`config.mk`:
```
export PLATFORM = sky130hd
export DESIGN_NAME = demux_1to4_stream_flat
export DESIGN_NICKNAME = d
export VERILOG_FILES = /design/src/rtl/demux_pkg.sv /design/src/rtl/demux_1to4_stream_if.sv /design/src/rtl/demux_slot.sv /design/src/rtl/demux_1to4_stream.sv /design/src/flat_wrapper.sv
export SDC_FILE = /design/constraint.sdc
export NUM_CORES = 1
export LEC_CHECK = 0
export ABC_AREA = 1
export CORE_ASPECT_RATIO = 1.75
export CORE_MARGIN = 8
export CORE_UTILIZATION = 35
export CTS_CLUSTER_DIAMETER = 60
export DETAILED_ROUTE_END_ITERATION = 10
export PLACE_DENSITY = 0.72
export RECOVER_POWER = 100
export REMOVE_ABC_BUFFERS = 1
export SLEW_MARGIN = 0
export SYNTH_ARGS = -nofsm -noshare
export SYNTH_HDL_FRONTEND = slang
export SYNTH_SLANG_ARGS = --single-unit
```
`constraint.sdc`:
```
create_clock -name clk -period 1.65 [get_ports clk]
set_input_delay 0.495 -clock clk [delete_from_list [all_inputs] [get_ports clk]]
set_output_delay 0.495 -clock clk [all_outputs]
set_load 0.05 [all_outputs]
```
`src/rtl/demux_pkg.sv`:
```
// -----------------------------------------------------------------------------
// demux_pkg
// Shared constants and the slot state encoding for the 1-to-4 stream demux.
//   NUM_CH       : number of output channels
//   SEL_W        : width of the channel select
//   slot_state_t : per-channel one-entry buffer state (EMPTY=0, FULL=1)
// -----------------------------------------------------------------------------
package demux_pkg;

    localparam int NUM_CH = 4;
    localparam int SEL_W  = 2;

    typedef enum logic {
        SLOT_EMPTY = 1'b0,
        SLOT_FULL  = 1'b1
    } slot_state_t;

endpackage

```
`src/rtl/demux_1to4_stream_if.sv`:
```
// -----------------------------------------------------------------------------
// demux_1to4_stream_if
// Bundles the upstream stream and the four downstream channels of the demux.
//   in_data/in_sel/in_valid/in_ready : upstream word, destination, handshake
//   out_data  [NUM_CH*W]  : channel k data at [k*W +: W]
//   out_valid [NUM_CH]    : channel k holds a word
//   out_ready [NUM_CH]    : channel k consumer takes the word this cycle
//   out_count [NUM_CH*CW] : channel k accepted-word count at [k*CW +: CW]
// Modports: master = traffic source/sink around the block, slave = the demux.
// -----------------------------------------------------------------------------
interface demux_1to4_stream_if
    import demux_pkg::*;
#(
    parameter int W  = 8,
    parameter int CW = 8
) ();

    logic [W-1:0]         in_data;
    logic [SEL_W-1:0]     in_sel;
    logic                 in_valid;
    logic                 in_ready;
    logic [NUM_CH*W-1:0]  out_data;
    logic [NUM_CH-1:0]    out_valid;
    logic [NUM_CH-1:0]    out_ready;
    logic [NUM_CH*CW-1:0] out_count;

    modport master (
        output in_data, in_sel, in_valid, out_ready,
        input  in_ready, out_data, out_valid, out_count
    );

    modport slave (
        input  in_data, in_sel, in_valid, out_ready,
        output in_ready, out_data, out_valid, out_count
    );

endinterface

```
`src/rtl/demux_slot.sv`:
```
// -----------------------------------------------------------------------------
// demux_slot
// One channel of the demux: a one-entry output register, its EMPTY/FULL FSM
// and a wrapping count of words written into it.
//   clk, rst   : clock, synchronous active-high reset
//   wr_en      : write wr_data this cycle (already qualified by the top)
//   wr_data    : word to store
//   rd_ready   : downstream consumes the held word this cycle
//   valid      : slot is FULL
//   data       : held word (keeps last value when EMPTY)
//   count      : number of writes, modulo 2^CW
//
// state | meaning
// ------+--------------------------------------------
// EMPTY | no word held, valid=0
// FULL  | word held on data, valid=1 until consumed
// -----------------------------------------------------------------------------
module demux_slot
    import demux_pkg::*;
#(
    parameter int W  = 8,
    parameter int CW = 8
) (
    input  logic          clk,
    input  logic          rst,
    input  logic          wr_en,
    input  logic [W-1:0]  wr_data,
    input  logic          rd_ready,
    output logic          valid,
    output logic [W-1:0]  data,
    output logic [CW-1:0] count
);

    slot_state_t state;

    always_ff @(posedge clk) begin
        if (rst) begin
            state <= SLOT_EMPTY;
            data  <= '0;
            count <= '0;
        end else begin
            if (wr_en) begin
                // A write wins over a drain: simultaneous read+write stays FULL
                // with the new word, giving back-to-back throughput.
                state <= SLOT_FULL;
                data  <= wr_data;
                count <= count + CW'(1);
            end else if (state == SLOT_FULL && rd_ready) begin
                state <= SLOT_EMPTY;
            end
        end
    end

    assign valid = (state == SLOT_FULL);

endmodule

```
`src/rtl/demux_1to4_stream.sv`:
```
// -----------------------------------------------------------------------------
// demux_1to4_stream
// Routes each accepted upstream word to one of four independently drained
// channels selected by in_sel. Each channel is a one-entry registered slot,
// so a word appears on its channel one cycle after acceptance.
//   clk  : clock
//   rst  : synchronous active-high reset
//   bus  : demux_1to4_stream_if.slave (stream in, four channels out, counts)
// -----------------------------------------------------------------------------
module demux_1to4_stream
    import demux_pkg::*;
#(
    parameter int W  = 8,
    parameter int CW = 8
) (
    input logic                 clk,
    input logic                 rst,
    demux_1to4_stream_if.slave  bus
);

    logic [NUM_CH-1:0]    slot_valid;
    logic [NUM_CH*W-1:0]  slot_data;
    logic [NUM_CH*CW-1:0] slot_count;
    logic [NUM_CH-1:0]    wr_en;
    logic                 in_ready_c;

    // Only the selected channel gates acceptance; a stalled channel never
    // blocks traffic to the others. Held low during reset.
    always_comb begin
        in_ready_c = ~rst & (~slot_valid[bus.in_sel] | bus.out_ready[bus.in_sel]);
    end

    always_comb begin
        wr_en = '0;
        for (int k = 0; k < NUM_CH; k++) begin
            wr_en[k] = bus.in_valid & in_ready_c & (bus.in_sel == SEL_W'(k));
        end
    end

    for (genvar k = 0; k < NUM_CH; k++) begin : g_slot
        demux_slot #(
            .W  (W),
            .CW (CW)
        ) u_slot (
            .clk      (clk),
            .rst      (rst),
            .wr_en    (wr_en[k]),
            .wr_data  (bus.in_data),
            .rd_ready (bus.out_ready[k]),
            .valid    (slot_valid[k]),
            .data     (slot_data[k*W +: W]),
            .count    (slot_count[k*CW +: CW])
        );
    end

    assign bus.in_ready  = in_ready_c;
    assign bus.out_valid = slot_valid;
    assign bus.out_data  = slot_data;
    assign bus.out_count = slot_count;

endmodule

```
`src/flat_wrapper.sv`:
```
// flat-port wrapper written by rule: the top's interface ports become plain ports
module demux_1to4_stream_flat import demux_pkg::*;
#(
    parameter int W  = 8,
    parameter int CW = 8
)
  (clk, rst, bus_in_data, bus_in_sel, bus_in_valid, bus_out_ready, bus_in_ready, bus_out_data, bus_out_valid, bus_out_count);
  demux_1to4_stream_if #(.W(W), .CW(CW)) bus_i ();
  input logic clk;
  input logic rst;
  input wire logic [$bits(bus_i.in_data)-1:0] bus_in_data;
  input wire logic [$bits(bus_i.in_sel)-1:0] bus_in_sel;
  input wire logic [$bits(bus_i.in_valid)-1:0] bus_in_valid;
  input wire logic [$bits(bus_i.out_ready)-1:0] bus_out_ready;
  output wire logic [$bits(bus_i.in_ready)-1:0] bus_in_ready;
  output wire logic [$bits(bus_i.out_data)-1:0] bus_out_data;
  output wire logic [$bits(bus_i.out_valid)-1:0] bus_out_valid;
  output wire logic [$bits(bus_i.out_count)-1:0] bus_out_count;
  assign bus_i.in_data = bus_in_data;
  assign bus_i.in_sel = bus_in_sel;
  assign bus_i.in_valid = bus_in_valid;
  assign bus_i.out_ready = bus_out_ready;
  assign bus_in_ready = bus_i.in_ready;
  assign bus_out_data = bus_i.out_data;
  assign bus_out_valid = bus_i.out_valid;
  assign bus_out_count = bus_i.out_count;
  demux_1to4_stream #(.W(W), .CW(CW)) u_core (.clk(clk), .rst(rst), .bus(bus_i));
endmodule
```
* Word level (Yosys, flattened, before mapping)
Index checks and enable logic that the tools add are counted.
** Word-level totals
- Bits in registers :: 68
- Output and inout bits :: 69
- Input port bits :: 17
- Logic and storage cells :: 50
** Operators by class
- Magnitude comparators :: 1
- Add/sub/neg operators :: 4
- Mux-type cells :: 12
- Reduce and logical (&&, ||, !) cells :: 9
- Bitwise operators :: 9
- Eq/ne operators :: 3
** Operators with widths (number)
- adder 8 x 1 -> 8 bit, second input constant :: 4
- two-way mux 1 bit :: 10
- nonzero test 2 bit :: 4
- AND 1 bit :: 6
- binary-select mux 1 bit (select 2 bit) :: 2
- equality test 2 bit, second input constant :: 2
- logical AND 1 bit :: 4
- < comparator 2 x 3 -> 1 bit, second input constant :: 1
- equality test 2 x 1 -> 1 bit, second input constant :: 1
- logical NOT 2 bit :: 1
- inverter 1 bit :: 2
- bitwise OR 1 bit :: 1

* Depth between registers and ports, before layout
Gate-level depths: netlist (run 1).
- Depth in word-level cells :: 8
- Depth in mapped cells :: 12

* Cells and area by module
From an unflattened synthesis (run 1), not the netlist that was laid out.
** Second synthesis, totals
- Cells, all modules :: 380
- Area, all modules :: 2756.4 sq um
** Modules (own cells, without submodules)
- demux_slot :: area each 654.4 sq um, seq. area each 340.3 sq um, instances 4, cells each 87
- demux_1to4_stream :: area each 138.9 sq um, seq. area each 0.0 sq um, instances 1, cells each 32

* Worst setup path after synthesis (run 1)
No wires, ideal clock.
- Path kind :: input -> output
- Start point :: in bus_in_sel[0]
- End point :: out bus_in_ready
- Path slack :: -516 ps
- Stages :: 7
- Arrival time :: 1671 ps
- Path through :: buf_6 > inv_2 > nand2_1 > nand2_1 > nand2_1 > nand2_1 > a21oi_1
** On the way
- Word-level cells in the longest chain between the ends :: 5
** RTL lines
- from (decl) :: line flat_wrapper.sv:12 : input wire logic [$bits(bus_i.in_sel)-1:0] bus_in_sel;
- binary-select mux 1 bit (select 2 bit) :: line demux_1to4_stream.sv:30 : in_ready_c = ~rst & (~slot_valid[bus.in_sel] | bus.out_ready[bus.in_sel]);
- two-way mux 1 bit (not written as such) :: line demux_1to4_stream.sv:30
- inverter 1 bit :: line demux_1to4_stream.sv:30
- bitwise OR 1 bit (*) :: line demux_1to4_stream.sv:30
- AND 1 bit (*) :: line demux_1to4_stream.sv:30
- to (decl) :: line flat_wrapper.sv:15 : output wire logic [$bits(bus_i.in_ready)-1:0] bus_in_ready;
Mark *: on every way between the ends. The rest lies on a longest branch, timed or not. The select of a mux whose other input is x is not followed.

* Final worst setup path (run 1)
Same ends and word-level chain as after synthesis.

==> metrics.md, run 1 <==
| Metric | Value |
|---|---|
| DIE AREA | `0.01206 sq mm` |
| Die H | `139.4 microns` |
| Vias | `3087` |
| Vias in the first global route | `3183` |
| TritonRoute pass-1 iters | `4` |
| Seq pwr share | `44.1%` |
| Post-Syn Area | `0.003044 sq mm` |
| #FFs+latches synth | `68` |
| PwrDens | `880.8 mW/mm^2` |
| Final worst slack | `-0.1842 ns` |
| Initial antenna violation count | `0` |
| Data arrival time of the worst path | `1.34 ns` |
| CTS H-tree lvls | `3` |
| Critical path's largest stage delay | `0.17 ns` |
| Top cells by count, synth | `146 x nand2_1, 68 x dfxtp_1, 61 x a21oi_1` |
| CP Capture Type | `primary output` |
| Clk_lat worst skew | `0.33 ns` |
| Depth of the worst register-to-register path | `10` |
| Worst setup SP type | `primary input` |
| Hold Path Class | `flop to flop` |
| # hold bufs at CTS | `0` |
| Total power | `3.818 mW` |
| GRT overflow | `0` |
| Most numerous cell in the Yosys netlist | `nand2_1` |
| CTS Root Cell | `clkbuf_16` |
| Fin crit share | `111.2%` |
| VDD IR max | `0.5568 mV` |
| Routed WL per cell | `15.61 microns` |
| Top post-synthesis cells by area | `dfxtp_1 45%, nand2_1 18%, a21oi_1 10%, nor2_1 3.7%, inv_1 2.6%` |
| Max Clk Rate | `545.2 MHz` |
| Worst hold path depth | `2` |
| Leakage power | `1.785 nW` |
| First-pass GRT wire length | `15.66 mm` |
| Ys async rst share | `0%` |
| Layout Area Growth over Synthesis | `42.42%` |
| Fin util | `50.66%` |
| Layout cells sized above 1 | `28.35%` |
| Inserted Clock Buffers | `9` |
| DRT antenna net count | `0` |
| Combinational power share | `10.8%` |
| Sum Neg Setup Slack | `-0.6721 ns` |
| Sw frac | `25.05%` |
| RSZ-0062 raised after global routing | `yes` |
| Synth Instances | `407` |
| Slew Limit Fails | `0` |
| Setup-failing EPs final | `18` |
| Initial Util | `35.57%` |
| Setup CP Type | `primary input to primary output` |
| Clock power frac | `45.2%` |
| Clk_skew | `0.003176 ns` |
| Fin nets | `539` |
| DR DRC count | `0` |
| Post-synth EDFFs | `0` |
| Hold_sp | `u_core.g_slot[1].u_slot.data[2]` |
| Status | `complete, but fails checks` |
| Final HPWL DP | `7.319 mm` |
| Area post-placement | `0.004883 sq mm` |
| Worst slew pin tran | `0.4312 ns` |
| P_sw | `956.4 uW` |
| Largest net degree at the start of global routing | `40` |
| Minimum hold slack | `0.4644 ns` |
| Crit path max fanout | `7` |
| Violated checks | `setup timing` |
| Via-to-Cell Ratio | `4.831` |
| Ant. Diodes | `0` |
| Core area | `0.008558 sq mm` |
| Floorplan row count | `45` |
| Min cycle time layout | `1.834 ns` |
| Cell Int Power | `2.862 mW` |
| DR iter-0 viols | `148` |
| GP Congestion | `0.9086` |
| Seq/Total Area, Yosys | `44.72%` |
| Die Span X | `86.50 microns` |
| Maxcap violations | `0` |
| Max-slew headroom | `71.26%` |
| Total clock sinks | `68` |
| Num ports | `86` |
| Yosys cell types | `23` |
| TritonCTS clock tree | `done` |
| GRT Util Overall | `16.64%` |
| CP top delay family | `buffers and inverters` |
| Routed wire length | `9.974 mm` |
| Port buffer count | `85` |
| Post-synth top area cell | `dfxtp_1` |
| Ys Warns | `0` |
| Reg2reg setup slack | `0.02 ns` |
| Clock Tree Buf Depth | `2` |
| Syn avg cell area | `7.480 sq um` |
| Fin area | `0.004335 sq mm` |
| CP Cell Sequence | `buf_8, buf_8, nand2_1, nand2_1, nand2_1, nand2_2, a21oi_4, buf_12` |
| Hold endpoint | `u_core.g_slot[1].u_slot.data[2]` |
| Fin. Hold Viols | `0` |
| CP most frequent cell | `nand2_1` |
| Clk pin slew, worst setup/hold paths | `0.05 ns` |
| Worst r2r src | `u_core.g_slot[1].u_slot.valid` |
| CP max stage cell | `a21oi_4` |
| Main synth FF type | `dfxtp_1` |
| Buf+Inv Stages, Crit Path | `3` |
| Worst path required time | `1.15 ns` |
| Top-area cell type share of the netlist area | `44.72%` |
| Crit Reg-Reg Endpoint | `u_core.g_slot[3].u_slot.count[0]` |
| FILL cells | `837` |
==> stage by stage <==
step,cells,setup WS (ns)
6_report,639,-0.1842
5_1_grt,639,-0.2268
4_1_cts,637,-0.1731
3_5_place_dp,616,-0.7093
3_3_place_gp,616,-0.6553
2_1_floorplan,385,-0.4295
==> area by class of cell <==
class                      instances  area, sq um  area share, %
sequential                        68         1361          31.40
clock buffer                      11        242.7          5.599
tap                              117        146.4          3.377
clock inverter                     4        26.28         0.6061
multi-input combinational        294         1520          35.06
timing repair buffer             122        952.2          21.96
inverter                          23        86.33          1.991
==> layout by cell type (no fill, tap or decap), types with 2 or more instances in the layout <==
cell	count
nand2_2	5
buf_12	12
nand4_2	2
a21oi_2	7
dfxtp_1	68
o21ai_0	7
inv_2	2
clkbuf_16	9
dlygate4sd2_1	3
buf_2	2
nand3_1	13
xnor2_1	8
xor2_1	9
nor3_1	2
ha_1	4
clkbuf_1	5
clkinv_2	2
buf_8	2
a21oi_1	54
clkbuf_2	66
buf_4	18
clkdlybuf4s50_1	9
nand4_4	2
nand2_1	141
nor2_4	7
buf_6	2
inv_1	21
clkbuf_4	2
nor2_1	29
==> what timing repair did <==
item,in CTS,in global routing
resized for setup,23,17
setup endpoints to repair,69,63
gates cloned,1,0
pin swaps,6,7
hold endpoints to repair,0,0
buffers inserted,6,3
==> routing by layer <==
metal | part of all wire, % | global-route usage, %
met4 | 4.1 | 11.87
met3 | 4.8 | 4.245
met5 | 0 | 0
met2 | 58 | 31.72
met1 | 33 | 14.07
==> state kept, by name (all words and copies together) (netlist names) <==
register,cells
u_core.g_slot.u_slot.data,32
u_core.g_slot.u_slot.count,32
u_core.g_slot.u_slot.valid,4
==> cells by family (layout without fill, tap and decap cells) <==
kind of cell	after synthesis	in the layout	share of synthesized area (%)
compound gates	69	69	11.47
buf+inv	45	160	7.727
fa+ha+maj	4	4	1.644
flops	68	68	44.72
xor+xnor	17	17	4.891
simple gates	204	204	29.55
==> worst max path at each step <==
stage | from | end | cells after the start
after global routing | bus_in_sel[0] | bus_in_ready | 8
after CTS | bus_in_sel[0] | bus_in_ready | 8
final | bus_in_sel[0] | bus_in_ready | 8
after global placement | bus_in_sel[0] | bus_in_ready | 8
after detailed placement | bus_in_sel[0] | bus_in_ready | 7
after floorplan | u_core.g_slot[2].u_slot.valid | bus_in_ready | 5
==> power groups by stage <==
stage / clock network, mW / registers [mW] / logic (mW)
2_1_floorplan: 0 / 1.79 / 0.0950
3_3_place_gp: 0 / 1.73 / 0.435
3_5_place_dp: 0 / 1.73 / 0.443
4_1_cts: 1.75 / 1.69 / 0.464
5_1_grt: 1.84 / 1.68 / 0.436
6_report: 1.72 / 1.68 / 0.412
==> worst reg2reg max path: stages (launching register included) <==
cell and delay [ns]:
dfxtp_1 0.32, nand2_1 0.08, nand2_1 0.06, nand2_1 0.08, nand2_2 0.08, buf_4 0.16
nand2_8 0.10, nand4_2 0.25, buf_4 0.24, nand2_1 0.08, a21oi_2 0.06
(Power assumes the default switching activity.)
==> inputs of run 2 (changes only) <==
PLACE_DENSITY = 0.73   (was 0.72)
SYNTH_HIERARCHICAL = 1   (was unset)
==> metrics.md, run 2 <==
| Metric | Value |
|---|---|
| Status | `complete, but fails checks` |
| Violated checks | `setup timing` |
| Top-area cell type share of the netlist area | `49.39% (+4.7 points)` |
| Vias | `2990 (-3.1%)` |
| Worst hold path depth | `2 (unchanged)` |
| Fin util | `53.15% (+2.5 points)` |
| Seq/Total Area, Yosys | `49.39% (+4.7 points)` |
| Most numerous cell in the Yosys netlist | `nor2_1` |
| Synth Instances | `380 (-6.6%)` |
| Initial antenna violation count | `0 (unchanged)` |
| Final HPWL DP | `6.713 mm (-8.3%)` |
| Clk_skew | `0.003814 ns (+0.0006375 ns)` |
| Max-slew headroom | `69.72% (-1.5 points)` |
| Final worst slack | `-0.1286 ns (+0.05569 ns)` |
| Layout cells sized above 1 | `34.58% (+6.2 points)` |
| Commonest non-fill, non-tap cells in the layout | `81 x nor2_1, 65 x clkbuf_2, 65 x dfxtp_1` |
| Max Clk Rate | `562.3 MHz (+3.1%)` |
| Fin. Hold Viols | `0 (unchanged)` |
| Num ports | `86 (unchanged)` |
| GRT overflow | `0 (unchanged)` |
| Leakage power | `1.982 nW (+11%)` |
| Hold Path Class | `flop to flop` |
| CTS Root Cell | `clkbuf_16` |
| Data arrival time of the worst path | `1.28 ns (-0.06 ns)` |
| Yosys cell types | `18 (-22%)` |
| CP Cell Sequence | `nand2_1, nand2_1, nand2_1, nand2_2, a21oi_4, buf_12` |
| Post-Syn Area | `0.002756 sq mm (-9.5%)` |
| Slew Limit Fails | `0 (unchanged)` |
| DR iter-0 viols | `269 (+82%)` |
| Post-synth top area cell | `dfxtp_1` |
| Min cycle time layout | `1.779 ns (-0.05569 ns)` |
| Die Span X | `83.09 microns (-3.9%)` |
| Post-synth EDFFs | `0 (unchanged)` |
| Via-to-Cell Ratio | `5.017 (+3.8%)` |
| CP most frequent cell | `nand2_1` |
| Routed WL per cell | `16.30 microns (+4.4%)` |
| RSZ-0062 raised after global routing | `yes` |
| Clk pin slew, worst setup/hold paths | `0.05 ns (about the same)` |
| VDD IR max | `0.9621 mV (+73%)` |
| Ys Warns | `6 (+6)` |
| DIE AREA | `0.01108 sq mm (-8.1%)` |
| Vias in the first global route | `3036 (-4.6%)` |
| Hold endpoint | `u_core/g_slot[0].u_slot/data[4]` |
| Worst slew pin tran | `0.4537 ns (+0.02256 ns)` |
| Core area | `0.007801 sq mm (-8.8%)` |
| Hold_sp | `u_core/g_slot[0].u_slot/data[4]` |
| Clk_lat worst skew | `0.34 ns (about the same)` |
| #FFs+latches synth | `68 (unchanged)` |
| Maxcap violations | `0 (unchanged)` |
| Sum Neg Setup Slack | `-0.5272 ns (+0.1448 ns)` |
| Inserted Clock Buffers | `9 (unchanged)` |
| GP Congestion | `0.8069 (-11%)` |
| DR DRC count | `0 (unchanged)` |
| Crit Reg-Reg Endpoint | `u_core/g_slot[1].u_slot/count[7]` |
| Die H | `133.4 microns (-4.3%)` |
| Routed wire length | `9.715 mm (-2.6%)` |
| Most common cell after layout, fill and taps aside | `nor2_1` |
| Setup CP Type | `flop to primary output` |
| Setup-failing EPs final | `18 (unchanged)` |
| Non-Filler Instances | `596 (-6.7%)` |
| Ys async rst share | `0% (unchanged)` |
| Fin nets | `523 (-3.0%)` |
| Placed Cells | `569 (-7.6%)` |
| Ant. Diodes | `0 (unchanged)` |
| Largest net degree at the start of global routing | `16 (-60%)` |
| Critical path's largest stage delay | `0.32 ns (+0.15 ns)` |
| Port buffer count | `85 (unchanged)` |
| Minimum hold slack | `0.4902 ns (+0.02576 ns)` |
| TritonCTS clock tree | `done` |
| CTS H-tree lvls | `3 (unchanged)` |
| Reg2reg setup slack | `-0.08 ns (-0.10 ns)` |
| Layout Area Growth over Synthesis | `50.43%` |
| Depth of the worst register-to-register path | `13 (+3)` |
| PwrDens | `944.4 mW/mm^2 (+7.2%)` |
| GRT Util Overall | `16.14% (-0.51 points)` |
| Initial Util | `35.33% (-0.24 points)` |
| DRT antenna net count | `0 (unchanged)` |
| Syn avg cell area | `7.254 sq um (-3.0%)` |
| Worst path required time | `1.15 ns (about the same)` |
| CP Capture Type | `primary output` |
| Main synth FF type | `dfxtp_1` |
| Total clock sinks | `68 (unchanged)` |
| Top post-synthesis cells by area | `dfxtp_1 49%, nor2_1 13%, nand2_1 8.2%, a21oi_1 5.3%, o21ai_0 5.1%` |
| Clock Tree Buf Depth | `2 (unchanged)` |
| Worst r2r src | `u_core/g_slot[2].u_slot/valid` |
| First-pass GRT wire length | `14.24 mm (-9.0%)` |
| Top cells by count, synth | `98 x nor2_1, 68 x dfxtp_1, 60 x nand2_1` |
| Worst setup SP type | `flop` |
| CP max stage cell | `dfxtp_2` |
| Floorplan row count | `43 (-4.4%)` |
| TritonRoute pass-1 iters | `5 (+1)` |
| Crit path max fanout | `2 (-5)` |
| Fin crit share | `107.8% (-3.4 points)` |
run 2: routing by layer:
metal  wire length [microns]  GRT usage, %  up-vias
li1                        -             -     1463
met1                    3785         14.51     1414
met2                    5253         29.96       93
met3                     387         4.951       20
met4                     289         10.61        0
met5                       0             0        -
run 2: per-stage QoR:
step                      area [sq um]  setup WS [ns]  total power [mW]
after floorplan                   2705        -0.4177             1.956
after global placement            4532        -0.7731             2.250
after detailed placement          4532        -0.8441             2.260
after CTS                         4853       -0.09743             4.014
after global routing              4146        -0.1841             4.026
final                             4146        -0.1286             3.916
run 2: critical path, delay by kind of cell (launching register included):
kind | cells | cell delay [ns]
compound gates | 1 | 0.18
buf+inv | 1 | 0.16
flops | 1 | 0.32
simple gates | 4 | 0.29
run 2: cell type report:
| cell class | instances | area, sq um |
|---|---|---|
| Timing Repair inverter | 1 | 7.507 |
| Fill cell | 700 | 3655 |
| Clock buffer | 13 | 260.3 |
| Tap cell | 90 | 112.6 |
| Inverter | 36 | 143.9 |
| Timing Repair Buffer | 119 | 833.3 |
| Sequential cell | 68 | 1368 |
| Clock inverter | 2 | 10.01 |
| Multi-Input combinational cell | 267 | 1411 |
run 2: worst max path at each step:
stage | to | cells past startpoint | from | slack, ns
after CTS | bus_in_ready | 6 | u_core/g_slot[0].u_slot/valid | -0.1
after floorplan | u_core/g_slot[3].u_slot/data[0] | 10 | u_core/g_slot[3].u_slot/valid | -0.42
after global routing | u_core/g_slot[1].u_slot/count[7] | 13 | u_core/g_slot[2].u_slot/valid | -0.18
final | bus_in_ready | 6 | u_core/g_slot[2].u_slot/valid | -0.13
after detailed placement | u_core/g_slot[1].u_slot/count[6] | 15 | bus_in_sel[0] | -0.84
after global placement | u_core/g_slot[0].u_slot/data[6] | 14 | bus_in_sel[0] | -0.77
run 2: timing repair:
| item | in CTS | in global routing |
|---|---|---|
| cloned | 0 | 2 |
| gates resized for setup | 39 | 72 |
| pin swaps | 7 | 15 |
| setup buffers | 1 | 10 |
| hold buffers | 0 | 0 |
| endpoints found under the setup margin | 69 | 52 |
run 2: report_power, final:
| part | internal [mW] | total (mW) | switching [mW] | leakage [nW] |
|---|---|---|---|---|
| Clock | 1.09 | 1.77 | 0.687 | 0.135 |
| Combinational | 0.137 | 0.438 | 0.301 | 1.29 |
| Sequential | 1.68 | 1.71 | 0.0269 | 0.552 |
| Total | 2.90 | 3.92 | 1.01 | 1.98 |
run 2: cells by family after synthesis:
family	share of synthesized area [%]
adder cells (fa/ha/maj)	1.816
flip-flops	49.39
AO/OA/AOI/OAI	13.25
AND/OR/NAND/NOR	28.78
buffers and inverters	6.763
